==> src/rtl/shift_seq_pkg.sv <==
// Shared EX-stage constants for the shift sequencer and the ALU mux.
// Contents: datapath widths, shift op codes, sequencer FSM state
// encodings and ALUctrl codes.
package riscv_pkg;

  localparam int unsigned XLEN    = 32;
  localparam int unsigned SHAMT_W = 5;

  // Shift op codes carried on op_i
  localparam logic [1:0] SHOP_SLL = 2'b00;
  localparam logic [1:0] SHOP_SRL = 2'b01;
  localparam logic [1:0] SHOP_SRA = 2'b10;
  localparam logic [1:0] SHOP_RSV = 2'b11;

  // Sequencer FSM state encodings
  localparam logic [1:0] ST_IDLE  = 2'd0;
  localparam logic [1:0] ST_SHIFT = 2'd1;
  localparam logic [1:0] ST_DONE  = 2'd2;

  // ALUctrl codes shared by the EX-stage result mux
  localparam logic [3:0] ALU_ADD  = 4'd0;
  localparam logic [3:0] ALU_SUB  = 4'd1;
  localparam logic [3:0] ALU_AND  = 4'd2;
  localparam logic [3:0] ALU_OR   = 4'd3;
  localparam logic [3:0] ALU_XOR  = 4'd4;
  localparam logic [3:0] ALU_SLT  = 4'd5;
  localparam logic [3:0] ALU_SLTU = 4'd6;
  localparam logic [3:0] ALU_SLL  = 4'd7;
  localparam logic [3:0] ALU_SRL  = 4'd8;
  localparam logic [3:0] ALU_SRA  = 4'd9;

endpackage

==> src/rtl/shift_seq_if.sv <==
// Request/response bundle between ID_EX/EX control and the shift sequencer.
// Signals:
//   start_i  - shift request (sampled only while the sequencer is idle)
//   op_i     - shift op (SLL/SRL/SRA/reserved)
//   src_i    - operand rs1
//   shamt_i  - shift amount
//   flush_i  - pipeline flush, aborts the operation in progress
//   busy_o   - sequencer not idle
//   stall_o  - freeze IF/ID/EX while the result is pending
//   done_o   - one-cycle result-valid pulse
//   result_o - shift result, holds the last completed value
// Modports: master (pipeline side), slave (sequencer side).
interface shift_seq_if #(
  parameter int unsigned XLEN    = riscv_pkg::XLEN,
  parameter int unsigned SHAMT_W = riscv_pkg::SHAMT_W
);
  logic               start_i;
  logic [1:0]         op_i;
  logic [XLEN-1:0]    src_i;
  logic [SHAMT_W-1:0] shamt_i;
  logic               flush_i;
  logic               busy_o;
  logic               stall_o;
  logic               done_o;
  logic [XLEN-1:0]    result_o;

  modport master (
    output start_i, op_i, src_i, shamt_i, flush_i,
    input  busy_o, stall_o, done_o, result_o
  );

  modport slave (
    input  start_i, op_i, src_i, shamt_i, flush_i,
    output busy_o, stall_o, done_o, result_o
  );
endinterface

==> src/rtl/shift_seq_step.sv <==
// Combinational single step of the shift sequencer.
// Ports:
//   shreg - current shift register value
//   op    - shift op (SLL zero-fills LSB, SRL zero-fills MSB, SRA sign-fills)
//   amt   - step amount (1, or 4 in the fast build)
//   next  - shift register value after this step
module shift_step
  import riscv_pkg::*;
#(
  parameter int unsigned XLEN = riscv_pkg::XLEN
) (
  input  logic [XLEN-1:0] shreg,
  input  logic [1:0]      op,
  input  logic [2:0]      amt,
  output logic [XLEN-1:0] next
);

  always_comb begin
    next = shreg;
    case (op)
      SHOP_SLL: next = shreg << amt;
      SHOP_SRL: next = shreg >> amt;
      SHOP_SRA: next = XLEN'($signed(shreg) >>> amt);
      default:  next = shreg;
    endcase
  end

endmodule

==> src/rtl/shift_seq.sv <==
// Iterative multi-cycle shift sequencer (SLL/SRL/SRA) for the EX stage.
// Latches one request while idle, shifts the operand a step per cycle,
// stalls the front of the pipeline until the result is ready, then
// presents the result with a one-cycle done pulse.
// Ports:
//   clk_i - clock, rising edge
//   rst_i - asynchronous active-high reset
//   sif   - shift_seq_if.slave request/response bundle
// Build option: define SHIFT_FAST_EN to shift by 4 per cycle while the
// remaining count is at least 4 (1 per cycle otherwise).
module shift_seq
  import riscv_pkg::*;
#(
  parameter int unsigned XLEN    = riscv_pkg::XLEN,
  parameter int unsigned SHAMT_W = riscv_pkg::SHAMT_W
) (
  input  logic      clk_i,
  input  logic      rst_i,
  shift_seq_if.slave sif
);

  logic [1:0]         state;
  logic [1:0]         op;
  logic [SHAMT_W-1:0] cnt;
  logic [SHAMT_W-1:0] cnt_dec;
  logic [XLEN-1:0]    shreg;
  logic [XLEN-1:0]    shreg_next;
  logic [XLEN-1:0]    result_q;
  logic [2:0]         step;
  logic               accept;
  logic               done_now;

  assign accept = (state == ST_IDLE) && sif.start_i && !sif.flush_i;

`ifdef SHIFT_FAST_EN
  assign step = (cnt >= SHAMT_W'(4)) ? 3'd4 : 3'd1;
`else
  assign step = 3'd1;
`endif

  assign cnt_dec = cnt - SHAMT_W'(step);

  shift_step #(.XLEN(XLEN)) u_step (
    .shreg (shreg),
    .op    (op),
    .amt   (step),
    .next  (shreg_next)
  );

  always_ff @(posedge clk_i or posedge rst_i) begin
    if (rst_i) begin
      state    <= ST_IDLE;
      op       <= SHOP_SLL;
      cnt      <= '0;
      shreg    <= '0;
      result_q <= '0;
    end else begin
      case (state)
        ST_IDLE: begin
          if (accept) begin
            shreg <= sif.src_i;
            op    <= sif.op_i;
            cnt   <= sif.shamt_i;
            if ((sif.shamt_i == '0) || (sif.op_i == SHOP_RSV))
              state <= ST_DONE;
            else
              state <= ST_SHIFT;
          end
        end
        ST_SHIFT: begin
          if (sif.flush_i) begin
            state <= ST_IDLE;
          end else begin
            shreg <= shreg_next;
            cnt   <= cnt_dec;
            if (cnt_dec == '0)
              state <= ST_DONE;
          end
        end
        ST_DONE: begin
          state <= ST_IDLE;
          if (!sif.flush_i)
            result_q <= shreg;
        end
        default: state <= ST_IDLE;
      endcase
    end
  end

  // The final value already sits in shreg during DONE; it is committed to
  // result_q only when DONE completes unflushed, so a flush in DONE leaves
  // result_o at the previous completed value in that very cycle.
  assign done_now     = (state == ST_DONE) && !sif.flush_i;
  assign sif.done_o   = done_now;
  assign sif.result_o = done_now ? shreg : result_q;
  assign sif.busy_o   = (state != ST_IDLE);
  assign sif.stall_o  = accept || (state == ST_SHIFT);

endmodule

==> src/flat_wrapper.sv <==
// flat-port wrapper written by rule: the top's interface ports become plain ports
module shift_seq_flat import riscv_pkg::*;
#(
  parameter int unsigned XLEN    = riscv_pkg::XLEN,
  parameter int unsigned SHAMT_W = riscv_pkg::SHAMT_W
)
  (clk_i, rst_i, sif_start_i, sif_op_i, sif_src_i, sif_shamt_i, sif_flush_i, sif_busy_o, sif_stall_o, sif_done_o, sif_result_o);
  shift_seq_if #(.XLEN(XLEN), .SHAMT_W(SHAMT_W)) sif_i ();
  input  logic clk_i;
  input  logic rst_i;
  input wire logic [$bits(sif_i.start_i)-1:0] sif_start_i;
  input wire logic [$bits(sif_i.op_i)-1:0] sif_op_i;
  input wire logic [$bits(sif_i.src_i)-1:0] sif_src_i;
  input wire logic [$bits(sif_i.shamt_i)-1:0] sif_shamt_i;
  input wire logic [$bits(sif_i.flush_i)-1:0] sif_flush_i;
  output wire logic [$bits(sif_i.busy_o)-1:0] sif_busy_o;
  output wire logic [$bits(sif_i.stall_o)-1:0] sif_stall_o;
  output wire logic [$bits(sif_i.done_o)-1:0] sif_done_o;
  output wire logic [$bits(sif_i.result_o)-1:0] sif_result_o;
  assign sif_i.start_i = sif_start_i;
  assign sif_i.op_i = sif_op_i;
  assign sif_i.src_i = sif_src_i;
  assign sif_i.shamt_i = sif_shamt_i;
  assign sif_i.flush_i = sif_flush_i;
  assign sif_busy_o = sif_i.busy_o;
  assign sif_stall_o = sif_i.stall_o;
  assign sif_done_o = sif_i.done_o;
  assign sif_result_o = sif_i.result_o;
  shift_seq #(.XLEN(XLEN), .SHAMT_W(SHAMT_W)) u_core (.clk_i(clk_i), .rst_i(rst_i), .sif(sif_i));
endmodule
==> config.mk <==
export PLATFORM = sky130hd
export DESIGN_NAME = shift_seq_flat
export DESIGN_NICKNAME = d
export VERILOG_FILES = /design/src/rtl/shift_seq_pkg.sv /design/src/rtl/shift_seq_if.sv /design/src/rtl/shift_seq_step.sv /design/src/rtl/shift_seq.sv /design/src/flat_wrapper.sv
export SDC_FILE = /design/constraint.sdc
export NUM_CORES = 1
export LEC_CHECK = 0
export BUFFER_PORTS_ARGS = -buffer_cell sky130_fd_sc_hd__buf_2
export CORE_MARGIN = 2
export CORE_UTILIZATION = 35
export CTS_CLUSTER_DIAMETER = 80
export DETAILED_ROUTE_END_ITERATION = 16
export REMOVE_ABC_BUFFERS = 1
export SETUP_SLACK_MARGIN = 0.05
export SLEW_MARGIN = 10
export SYNTH_ARGS = -nofsm -noshare
export SYNTH_HDL_FRONTEND = slang
export SYNTH_HIERARCHICAL = 1
export SYNTH_SLANG_ARGS = --single-unit
==> constraint.sdc <==
create_clock -name clk_i -period 4.5 [get_ports clk_i]
set_input_delay 0.225 -clock clk_i [delete_from_list [all_inputs] [get_ports clk_i]]
set_output_delay 0.225 -clock clk_i [all_outputs]
set_load 0.1 [all_outputs]
* Word-level counts from Yosys, hierarchy flattened
Index checks and enable logic that the tools add are counted.
** Cells by class
- Bitwise logic cells :: 1
- Add/subtract/negate cells :: 1
- Equal/unequal tests :: 11
- Reduce and logical (&&, ||, !) cells :: 18
- Muxes and demuxes :: 13
** Operators with widths (count)
- 32-bit 2-to-1 mux :: 3
- 32-bit case mux with 3 select lines :: 1
- 32-bit case mux with 2 select lines :: 1
- 5-bit logical NOT :: 2
- 5-bit 2-to-1 mux :: 2
- 5-bit case mux with 2 select lines :: 1
- 2-bit 2-to-1 mux :: 4
- 2-bit equality test (second input constant) :: 3
- 2-bit AND reduction :: 3
- 5-bit AND reduction :: 1
- 5-bit by 1-bit subtractor with 5-bit output (second input constant) :: 1
- 2-bit by 1-bit equality test with 1-bit output (second input constant) :: 2
- 2-bit logical NOT :: 2
- 2-bit inequality test (second input constant) :: 2
- 4-bit inequality test (second input constant) :: 1
- 2-bit case mux with 2 select lines :: 1
- 4-bit AND reduction :: 1
- 2-bit nonzero test :: 2
- 1-bit logical AND :: 3
- 3-bit by 2-bit inequality test with 1-bit output (second input constant) :: 1
- 3-bit inequality test (second input constant) :: 1
- 3-bit AND reduction :: 1
- 1-bit logical OR :: 2
- 2-bit by 1-bit inequality test with 1-bit output (second input constant) :: 1
- other kinds (2) :: 2
** Storage, ports and cells
- Output and inout port bits :: 35
- Register bits :: 73
- Input port bits :: 43
- Logic and storage cells :: 50

* Depth between registers and ports, before layout
Gate-level depths: netlist of the first run.
- Word-level depth :: 5
- Gate-level depth with buffers :: 10
- Gate-level depth less buffers :: 7

* Modules after synthesis
Netlist of the first run, hierarchy kept.
** By module, submodules not included
- shift_seq :: cells each 309, area an instance 3239.4 µm², seq. area each 1826.8 µm², times used 1
- shift_step :: cells each 390, area an instance 2753.9 µm², seq. area each 0.0 µm², times used 1

* Worst setup path before layout of the first run
No wires, ideal clock.
- Path type :: register to register
- Start :: reg u_core.state[0]
- End :: reg u_core.result_q[5]
- Data arrival time :: 1.741 ns
- Stages on the path, launching flop included :: 5
- Library setup time :: 0.313 ns
- Setup slack :: 2.446 ns
- Cell sequence :: dfrtp_1 clkbuf_2 nor3b_4 buf_6 mux2_1
** Between the ends
- Word-level cells in the longest chain between the ends :: 2
** RTL lines
- start: declaration :: RTL line shift_seq.sv:22 : logic [1:0] state;
- start signal: assignment :: RTL line shift_seq.sv:52 : state <= ST_IDLE;
- start signal: assignment :: RTL line shift_seq.sv:65 : state <= ST_DONE;
- start signal: assignment :: RTL line shift_seq.sv:67 : state <= ST_SHIFT;
- 2-bit equality test :: RTL line shift_seq.sv:58 : case (state)
- 2-bit AND reduction (no line)
- end signal: assignment :: RTL line shift_seq.sv:83 : result_q <= shreg;
- end: declaration :: RTL line shift_seq.sv:28 : logic [XLEN-1:0] result_q;
Every way passes these cells.
A chain may end at the register's enable or synchronous reset.

* Worst setup path in the final report of the first run
- Start :: reg u_core.state[0]
- End :: out sif_result_o[2]
** Between the ends
- Word-level cells in the longest chain between the ends :: 3
** RTL lines
- 2-bit equality test :: RTL line shift_seq.sv:93 : assign done_now = (state == ST_DONE) && !sif.flush_i;
- 1-bit logical AND :: RTL line shift_seq.sv:93
- 32-bit 2-to-1 mux :: RTL line shift_seq.sv:95 : assign sif.result_o = done_now ? shreg : result_q;
- end: declaration :: RTL line flat_wrapper.sv:19 : output wire logic [$bits(sif_i.result_o)-1:0] sif_result_o;
Every way passes these cells.

==> results of run 1 <==
## per-stage QoR
stage / power [mW] / area (sq um)
after floorplan: 3.182 / 5652
after global placement: 3.627 / 6352
after detailed placement: 3.637 / 6352
after CTS: 4.527 / 6726
after global routing: 4.769 / 6726
final: 4.527 / 6726
## Yosys cell counts, drive strengths merged, types with 3 or more instances
cell and number:
o31ai 3, o32ai 3, o221ai 4, mux2i 49, mux4 10, a211oi 9
o211ai 5, buf 41, a221o 3, clkbuf 18, nand3 6, nor2b 3
nand2b 13, o21ai 40, nor3 9, nand2 124, o211a 3, a21oi 31
inv 10, o22ai 18, a221oi 6, mux2 71, nor2 75, a31oi 33
o21a 3, dfrtp 73
## worst register-to-register path, cell delays in order, from the launching register on
cell and delay [ns]:
dfrtp_1 0.75, nor2b_1 0.32, nor2_1 0.55, a21oi_1 0.13, a32oi_1 0.21, nand2_1 0.07, nand2_1 0.06, a31oi_1 0.08
## layer usage
metal	up-vias	wire (um)	GRT usage
met5	-	0	0
met2	186	7506	0.2868
li1	2619	-	-
met4	0	337	0.06550
met3	23	979	0.03754
met1	2578	8117	0.2677
## final timing paths
path	from	to	depth (start not counted)	slack, ns
max	u_core/state[0]	sif_result_o[2]	4	1.56
min	sif_shamt_i[0]	u_core/cnt[0]	3	0.12
max reg2reg	u_core/op[0]	u_core/shreg[0]	7	2.17
min reg2reg	u_core/result_q[5]	u_core/result_q[5]	1	0.48
max in group asynchronous	rst_i	u_core/shreg[27]	4	3.06
min in group asynchronous	rst_i	u_core/result_q[10]	3	0.49
## layout make-up
cell class	count	area (sq um)	share of cell area
clock buffers	12	266.5	0.03962
clock inverters	4	97.59	0.01451
inverters	11	42.54	0.006324
multi-input cells	562	3785	0.5627
flip-flops and latches	73	1827	0.2716
well taps	220	275.3	0.04092
repair buffers	83	432.9	0.06436
## report_power, final
group | switching, mW | internal (mW) | total (mW) | leakage, nW
logic | 1.85 | 0.673 | 2.52 | 1.88
clock network | 0.282 | 0.587 | 0.869 | 0.175
registers | 0.246 | 0.888 | 1.13 | 0.855
## logic make-up after synthesis
logic type      count (synthesis)
buf+inv                        70
fa+ha+maj                       2
other cells                     2
simple gates                  241
compound gates                179
flops                          73
xor+xnor                        2
mux                           130
## flip-flops by register name, summed over array words and instances, names as in the netlist
register	flops
u_core/cnt	5
u_core/state	2
u_core/result_q	32
u_core/shreg	32
u_core/op	2
## cell usage in the layout, fill, tap and decap left out, types with 5 or more instances in the layout
master       n
nor3_1       9
mux4_2       9
o22ai_1     18
nand3_1      6
o211ai_1     5
buf_4        5
a211oi_1     9
clkbuf_16    9
mux2i_1     49
conb_1       8
mux2_2      70
a21oi_1     31
a221oi_1     6
a31oi_1     33
nand2_1    124
dfrtp_1     73
nor2_1      75
buf_2       77
o21ai_0     38
inv_1        9
nand2b_1    13
==> results.sh, run 1 <==
export IMPL_netlist_area_leader_share=0.3048
export IMPL_endpoint_kind="output port"
export IMPL_dp_hpwl_um=11470
export IMPL_rows=47
export IMPL_viasPerCell=5.602
export IMPL_place_congestion=0.8846
export IMPL_dp_slack_ns=1.860
export IMPL_fillers=1749
export IMPL_synth_compound_area_frac=0.1937
export IMPL_die_w_um=134.9
export IMPL_cts_resized=0
export IMPL_postCtsHoldBufs=1
export IMPL_synth_simple_area_share=0.1720
export IMPL_clock_path_buffers=2
export IMPL_max_slew_margin=0.4294
export IMPL_holdWs_ns=0.1204
export IMPL_synth_edf_count=0
export IMPL_hp_class="input pin to register"
export IMPL_die_h_um=134.9
export IMPL_cp_cell_sequence="nor3b_4, buf_4, mux2_2, buf_2"
export IMPL_drt_iter0_drc=335
export IMPL_synth_xor_area_frac=0.002923
export IMPL_hold_viol_final=0
export IMPL_synthTopCellsByArea="dfrtp_1 30%, mux2_2 13%, mux2i_1 8.2%"
export IMPL_synth_ff_type="dfrtp_1"
export IMPL_grt_usage=0.1888
export IMPL_postRouteWirelength_um=16940
export IMPL_syn_instance_count=699
export IMPL_grt_pass1_wl_um=27160
export IMPL_setup_viol=0
export IMPL_dp_cells=948
export IMPL_first_global_vias=5045
export IMPL_antenna_found_initial=0
export IMPL_wl_per_cell_um=17.56
export IMPL_num_io_pins=78
export IMPL_status="finished clean"
export IMPL_n_antenna_cell=0
export IMPL_antenna_left=0
export IMPL_fin_cells=965
export IMPL_grt_max_degree=80
export IMPL_fin_util=0.4042
export IMPL_post_cts_buffers=0
export IMPL_worstMarginPinSlew_ns=0.8550
export IMPL_avgSynthCellArea_sq_um=8.574
export IMPL_crit_type="register to output port"
export IMPL_cp_buffers_inverters=2
export IMPL_via_count=5406
export IMPL_firstDrtPassIters=5
export IMPL_clk_latency_ns=0.35
export IMPL_fmax_mhz=340.3
export IMPL_required_ns=4.28
export IMPL_drive_above_1_share=0.2483
export IMPL_cts_buffers=9
export IMPL_overflow=0
export IMPL_netlist_area_sq_um=5993
export IMPL_synth_fa_ha_area_frac=0.004175
export IMPL_fin_skew_ns=0.004285
export IMPL_clkTransAtPathRegs_ns=0.06
export IMPL_cts_root_buf="clkbuf_16"
export IMPL_core_area_sq_um=16640
export IMPL_worst_ep_arrival_time_ns=2.71
export IMPL_synth_warnings=6
export IMPL_clock_sinks=73
export IMPL_cts_tree="built"
export IMPL_maxCapViolCount=0
export IMPL_critPathTopFamily="simple AND/OR/NAND/NOR gates"
export IMPL_power_density_nw_per_um2=673.1
export IMPL_start_kind="register"
export IMPL_rsz0062_at_grt="no"
export IMPL_cellLeakagePower_nw=2.912
export IMPL_synth_mux_area_frac=0.2534
export IMPL_finalCriticalPeriod_ns=2.938
export IMPL_critPathMaxStageDelay_ns=0.76
export IMPL_ys_seq_elements=73
export IMPL_tns_ns=0
export IMPL_ys_seq_area_frac=0.3048
export IMPL_drc_errors=0
export IMPL_final_nets=785
export IMPL_cts_max_level=3
export IMPL_initial_core_util=0.3601
export IMPL_port_buffers=77
export IMPL_synth_area_leader_cell="dfrtp_1"
export IMPL_finalCritPeriodShare=0.6530
export IMPL_slew_viol_final=0
export IMPL_async_flop_share=1.000
export IMPL_ys_types=59
export IMPL_crit_path_top_delay_cell="nor3b_4"
export IMPL_synth_top_family_by_area="multiplexers"
export IMPL_setup_slack_ns=1.562
export IMPL_crit_fanout=18
export IMPL_dieArea_sq_um=18190
export IMPL_area_growth_pct=12.23
export IMPL_peakVddDrop_mv=0.4869
Power figures use the tool's default switching activity.
==> inputs of run 2 (changes only) <==
--- a/config.mk
+++ b/config.mk
@@ -5,6 +5,7 @@
 export SDC_FILE = /design/constraint.sdc
 export NUM_CORES = 1
 export LEC_CHECK = 0
+export ABC_AREA = 1
 export BUFFER_PORTS_ARGS = -buffer_cell sky130_fd_sc_hd__buf_2
 export CORE_MARGIN = 2
 export CORE_UTILIZATION = 35
==> constraint.sdc (replaced) <==
create_clock -name clk_i -period 2.85 [get_ports clk_i]
set_input_delay 0.1425 -clock clk_i [delete_from_list [all_inputs] [get_ports clk_i]]
set_output_delay 0.1425 -clock clk_i [all_outputs]
set_load 0.1 [all_outputs]
==> run 2 against run 1 <==
Against the previous run: via count grew 18%; critical path depth is 2 higher; combinational power grew 110%; global-route usage up 1.9 points; wire length up 8.1%; final cell count grew 27%; register-to-register slack worse by 1.2 ns; area after synthesis grew 0.71%; flip-flop and latch count is the same; worst setup slack worse by 0.90 ns; critical path type unchanged; highest routed layer unchanged; clock skew rose by 0.0020 ns; first-iteration DRC count up 52%.
==> results.sh, run 2 <==
export IMPL_dp_hpwl_um=12470
export IMPL_fin_skew_ns=0.006291
export IMPL_cts_buffers=9
export IMPL_holdWs_ns=0.04857
export IMPL_synth_ff_type="dfrtp_1"
export IMPL_cts_tree="built"
export IMPL_drive_above_1_share=0.1431
export IMPL_synth_edf_count=0
export IMPL_worstMarginPinSlew_ns=0.7390
export IMPL_total_power_mw=8.590
export IMPL_post_cts_buffers=0
export IMPL_maxCapViolCount=0
export IMPL_die_h_um=135.3
export IMPL_ys_types=34
export IMPL_synth_area_leader_cell="dfrtp_1"
export IMPL_clock_path_buffers=2
export IMPL_avgSynthCellArea_sq_um=6.333
export IMPL_area_growth_pct=12.06
export IMPL_rows=48
export IMPL_netlist_area_leader_share=0.3027
export IMPL_hold_viol_final=0
export IMPL_endpoint_kind="output port"
export IMPL_grt_max_degree=68
export IMPL_postRouteWirelength_um=18320
export IMPL_core_area_sq_um=17060
export IMPL_top_regs="u_core/result_q x32, u_core/shreg x32, u_core/cnt x5"
export IMPL_final_nets=1039
export IMPL_synthTopCellsByArea="dfrtp_1 30%, nand2_1 24%, nand3_1 19%"
export IMPL_async_flop_share=1.000
export IMPL_fmax_mhz=456.6
export IMPL_fin_util=0.3966
export IMPL_netlist_area_sq_um=6036
export IMPL_cpMostUsedCell="nand2_1"
export IMPL_cellLeakagePower_nw=3.401
export IMPL_start_kind="register"
export IMPL_power_density_nw_per_um2=1270
export IMPL_mostFrequentLayoutCells="391 x nand2_1, 224 x nand3_1, 76 x buf_2"
export IMPL_initial_core_util=0.3539
export IMPL_ys_seq_area_frac=0.3027
export IMPL_viasPerCell=5.221
export IMPL_finalCriticalPeriod_ns=2.190
export IMPL_crit_fanout=32
export IMPL_grt_pass1_wl_um=30420
export IMPL_place_congestion=0.9092
export IMPL_hp_class="input pin to register"
export IMPL_grt_busiest_layer="met2"
export IMPL_ys_seq_elements=73
export IMPL_cp_cell_sequence="inv_1, nor3_4, inv_2, nand2_1, nand2_1, buf_2"
export IMPL_grt_usage=0.2079
export IMPL_slew_viol_final=0
export IMPL_grtUsageMet1=0.2964
export IMPL_worst_ep_arrival_time_ns=2.05
export IMPL_synth_most_common_cell="nand2_1"
export IMPL_drc_errors=0
export IMPL_die_w_um=135.3
export IMPL_final_common_cell="nand2_1"
export IMPL_port_buffers=77
export IMPL_required_ns=2.71
export IMPL_rsz0062_at_grt="no"
export IMPL_grt_use_met2=0.3153
export IMPL_first_global_vias=6002
export IMPL_antenna_left=0
export IMPL_num_io_pins=78
export IMPL_firstDrtPassIters=6
export IMPL_finalCritPeriodShare=0.7685
export IMPL_n_antenna_cell=0
export IMPL_cts_root_buf="clkbuf_16"
export IMPL_antenna_found_initial=0
export IMPL_met3_usage=0.03966
export IMPL_synth_warnings=6
export IMPL_clk_latency_ns=0.35
export IMPL_via_count=6390
export IMPL_wl_per_cell_um=14.97
export IMPL_status="finished clean"
export IMPL_drt_iter0_drc=508
export IMPL_max_slew_margin=0.5068
export IMPL_dieArea_sq_um=18310
export IMPL_dp_slack_ns=0.9725
export IMPL_overflow=0
export IMPL_clock_sinks=73
export IMPL_crit_path_top_delay_cell="inv_2"
export IMPL_cts_max_level=3
export IMPL_yosys_top_cells_count="391 x nand2_1, 224 x nand3_1, 73 x dfrtp_1, 58 x nor2_1, 32 x o21ai_0"
export IMPL_critPathMaxStageDelay_ns=0.47
export IMPL_syn_instance_count=953
export IMPL_setup_slack_ns=0.6599
export IMPL_setup_viol=0
export IMPL_crit_type="register to output port"
export IMPL_peakVddDrop_mv=0.5403
export IMPL_clkTransAtPathRegs_ns=0.06
run 2: power by group:
group          internal, mW  switching [mW]
Clock                 0.748           0.437
Sequential             1.52           0.501
Combinational          1.30            4.09
Total                  3.57            5.02
run 2: repair_timing:
action                                 in CTS  in global routing
gates resized for setup                     0                  0
endpoints found under the hold margin      35                  0
hold buffers                                1                  0
run 2: worst paths after layout:
| check | slack (ns) | startpoint | endpoint | depth (start not counted) |
|---|---|---|---|---|
| hold / removal | 0.05 | sif_src_i[30] | u_core/shreg[30] | 3 |
| min in group asynchronous | 0.42 | rst_i | u_core/result_q[0] | 3 |
| max in group asynchronous | 1.80 | rst_i | u_core/shreg[20] | 4 |
| setup / recovery | 0.66 | u_core/state[1] | sif_result_o[1] | 6 |
| hold reg to reg | 0.46 | u_core/result_q[10] | u_core/result_q[10] | 2 |
| setup reg to reg | 0.95 | u_core/op[0] | u_core/shreg[9] | 6 |
run 2: kinds of logic (layout without fill, tap and decap cells):
group	Yosys count	count (layout)	share of synthesized area
other cells	2	5	0.001244
fa+ha+maj	2	2	0.004145
flops	73	73	0.3027
compound gates	82	82	0.09888
buf+inv	96	139	0.08914
xor+xnor	1	1	0.002696
simple gates	697	697	0.5012
run 2: final cells by class:
cell class	instances	area, sq um
tap	225	281.5
fill	1911	10290
multi-input combinational	787	3689
clock inverter	2	35.03
clock buffer	14	274.0
inverter	33	132.6
timing repair buffer	90	525.5
sequential	73	1827
run 2: layer usage:
metal  part of all wire  vias to the layer above
li1                   -                     3238
met1               0.48                     2892
met2               0.43                      232
met3              0.071                       28
met4              0.019                        0
met5                  0                        -
run 2: through the flow:
step / setup TNS [ns] / cells / area (sq um)
detailed placement: 0 / 1207 / 6445
global placement: 0 / 1207 / 6445
floorplan: -85.27 / 893 / 5640
CTS: 0 / 1224 / 6764
finish: 0 / 1224 / 6764
global route: 0 / 1224 / 6764
run 2: worst max-delay path, delay by kind of cell, from the launching register on:
family | cells | cell delay (ns)
and+or+nand+nor | 3 | 0.26
buffers and inverters | 3 | 1.00
DFF | 1 | 0.41
==> inputs of run 3 (changes only) <==
==> constraint.sdc (replaced) <==
create_clock -name clk_i -period 1.9 [get_ports clk_i]
set_input_delay 0.095 -clock clk_i [delete_from_list [all_inputs] [get_ports clk_i]]
set_output_delay 0.095 -clock clk_i [all_outputs]
set_load 0.1 [all_outputs]
==> run 3 against run 2 <==
Against the previous run: hold slack worse by 0.038 ns; first-iteration DRC count increased by 18%; wire length rose by 2.5%; utilization increased by 5.2 points; register-to-register slack worse by 0.73 ns; sequential share of layout area decreased by 3.1 points; combinational power grew 84%; clock skew is 0.00071 ns lower; total power up 75%; cell area grew 13%; flip-flop and latch count did not move.
==> results.sh, run 3 (synthesis gave the netlist of run 2 again) <==
export IMPL_total_power_mw=15.05
export IMPL_grt_usage=0.2101
export IMPL_finalCritPeriodShare=0.9253
export IMPL_power_switching_mw=7.903
export IMPL_drt_iter0_drc=600
export IMPL_overflow=0
export IMPL_status="finished clean"
export IMPL_r2r_start="u_core/op[1]"
export IMPL_crit_type="register to output port"
export IMPL_fin_skew_ns=0.005577
export IMPL_wl_per_cell_um=15.08
export IMPL_timing_rr_end="u_core/shreg[11]"
export IMPL_num_io_pins=78
export IMPL_cts_tree="built"
export IMPL_via_count=6563
export IMPL_power_density_nw_per_um2=1969
export IMPL_area_growth_pct=26.64
export IMPL_die_h_um=135.3
export IMPL_antenna_left=0
export IMPL_initial_core_util=0.3539
export IMPL_worstHoldStart="sif_src_i[25]"
export IMPL_setup_viol=0
export IMPL_top_regs="u_core/result_q x32, u_core/shreg x32, u_core/cnt x5"
export IMPL_pwr_share_comb=0.658
export IMPL_power_internal_mw=7.150
export IMPL_cellLeakagePower_nw=3.707
export IMPL_p_clk_frac=0.144
export IMPL_drc_errors=0
export IMPL_mostFrequentLayoutCells="371 x nand2_1, 224 x nand3_1, 73 x dfrtp_1"
export IMPL_hold_viol_final=0
export IMPL_clock_path_buffers=2
export IMPL_rrSetupSlack_ns=0.22
export IMPL_worst_ep_arrival_time_ns=1.66
export IMPL_required_ns=1.80
export IMPL_firstDrtPassIters=7
export IMPL_switching_share=0.5250
export IMPL_postRouteWirelength_um=18780
export IMPL_start_kind="register"
export IMPL_dp_hpwl_um=12790
export IMPL_dieArea_sq_um=18310
export IMPL_fmax_mhz=568.8
export IMPL_rows=48
export IMPL_antenna_found_initial=0
export IMPL_cts_root_buf="clkbuf_16"
export IMPL_grt_max_degree=74
export IMPL_die_w_um=135.3
export IMPL_fin_cells=1245
export IMPL_rsz0062_at_grt="yes"
export IMPL_worstHoldPathCells=3
export IMPL_first_global_vias=6198
export IMPL_viasPerCell=5.271
export IMPL_place_congestion=0.9198
export IMPL_dp_cells=1221
export IMPL_grt_pass1_wl_um=30910
export IMPL_endpoint_kind="output port"
export IMPL_p_seq_frac=0.199
export IMPL_clk_latency_ns=0.35
export IMPL_final_common_cell="nand2_1"
export IMPL_clock_sinks=73
export IMPL_final_nets=1060
export IMPL_crit_fanout=6
export IMPL_peakVddDrop_mv=1.252
export IMPL_drive_above_1_share=0.1794
export IMPL_hp_class="input pin to register"
export IMPL_n_antenna_cell=0
export IMPL_slew_viol_final=0
export IMPL_core_area_sq_um=17060
export IMPL_whs_endpoint="u_core/shreg[25]"
export IMPL_cts_max_level=3
export IMPL_post_dp_cell_area_sq_um=7096
export IMPL_stdcell_area_sq_um=7644
export IMPL_finalCriticalPeriod_ns=1.758
export IMPL_r2r_cells=10
export IMPL_port_buffers=77
export IMPL_clkTransAtPathRegs_ns=0.06
export IMPL_cts_buffers=9
export IMPL_maxCapViolCount=0
==> run 3: cell types whose count changed in the layout (fill, tap and decap cells not counted), moves of 3 or more <==
| cell | before | now |
|---|---|---|
| buf_2 | 76 | 43 |
| nand2_1 | 391 | 371 |
| dlygate4sd3_1 | 1 | 4 |
| nand2_2 | 0 | 20 |
| buf_4 | 10 | 19 |
| bufinv_16 | 1 | 4 |
| buf_12 | 3 | 43 |
==> run 3: what timing repair did <==
action	in CTS	in global routing
gates resized for setup	5	26
endpoints found under the setup margin	21	33
hold endpoints to repair	76	0
hold buffers	4	0
buffers inserted	1	2
pin swaps	1	1
cloned	0	1
==> run 3: final cells by class <==
cell class	count	area, sq um
fillers	1801	9413
multi-input cells	787	3744
flip-flops and latches	73	1827
repair buffers	111	1281
well taps	225	281.5
clock buffers	11	252.7
inverters	33	132.6
clock inverters	5	125.1
==> run 3: metrics by stage <==
step	util	hold WS, ns	setup WS, ns	TNS [ns]
2_1_floorplan	-	0.2371	-2.404	-163.41
4_1_cts	0.4421	0.002405	0.05092	0
3_3_place_gp	0.4160	0.2035	0.2638	0
6_report	0.4481	0.01033	0.1419	0
3_5_place_dp	0.4160	0.2147	0.2443	0
5_1_grt	0.4481	0.02211	0.03449	0
==> run 3: power by group through the flow <==
| stage | combinational, mW | clock [mW] | sequential (mW) |
|---|---|---|---|
| 2_1_floorplan | 6.49 | 0 | 2.80 |
| 3_3_place_gp | 9.53 | 0 | 3.00 |
| 3_5_place_dp | 9.57 | 0 | 3.01 |
| 4_1_cts | 9.63 | 2.21 | 2.98 |
| 5_1_grt | 10.7 | 2.27 | 3.12 |
| 6_report | 9.90 | 2.16 | 2.99 |
==> run 3: worst max path at each step <==
stage	startpoint	end	slack, ns
global placement	u_core/op[1]	u_core/shreg[20]	0.26
CTS	u_core/state[1]	sif_result_o[4]	0.05
floorplan	u_core/state[0]	u_core/result_q[0]	-2.40
finish	u_core/state[1]	sif_result_o[4]	0.14
global route	u_core/state[1]	sif_result_o[21]	0.03
detailed placement	u_core/op[1]	u_core/shreg[11]	0.24
==> run 3: critical path, cell delays in order, from the launching register on <==
cell,delay [ns]
dfrtp_1,0.34
inv_1,0.07
nor3_4,0.19
buf_12,0.14
buf_4,0.18
nand2_1,0.09
nand2_2,0.11
buf_12,0.18
==> run 3: routing by layer <==
| layer | share of wire | up-vias | track usage |
|---|---|---|---|
| li1 | - | 3281 | - |
| met1 | 0.46 | 3015 | 0.2973 |
| met2 | 0.45 | 237 | 0.3229 |
| met3 | 0.074 | 30 | 0.03816 |
| met4 | 0.019 | 0 | 0.07234 |
| met5 | 0 | - | 0 |
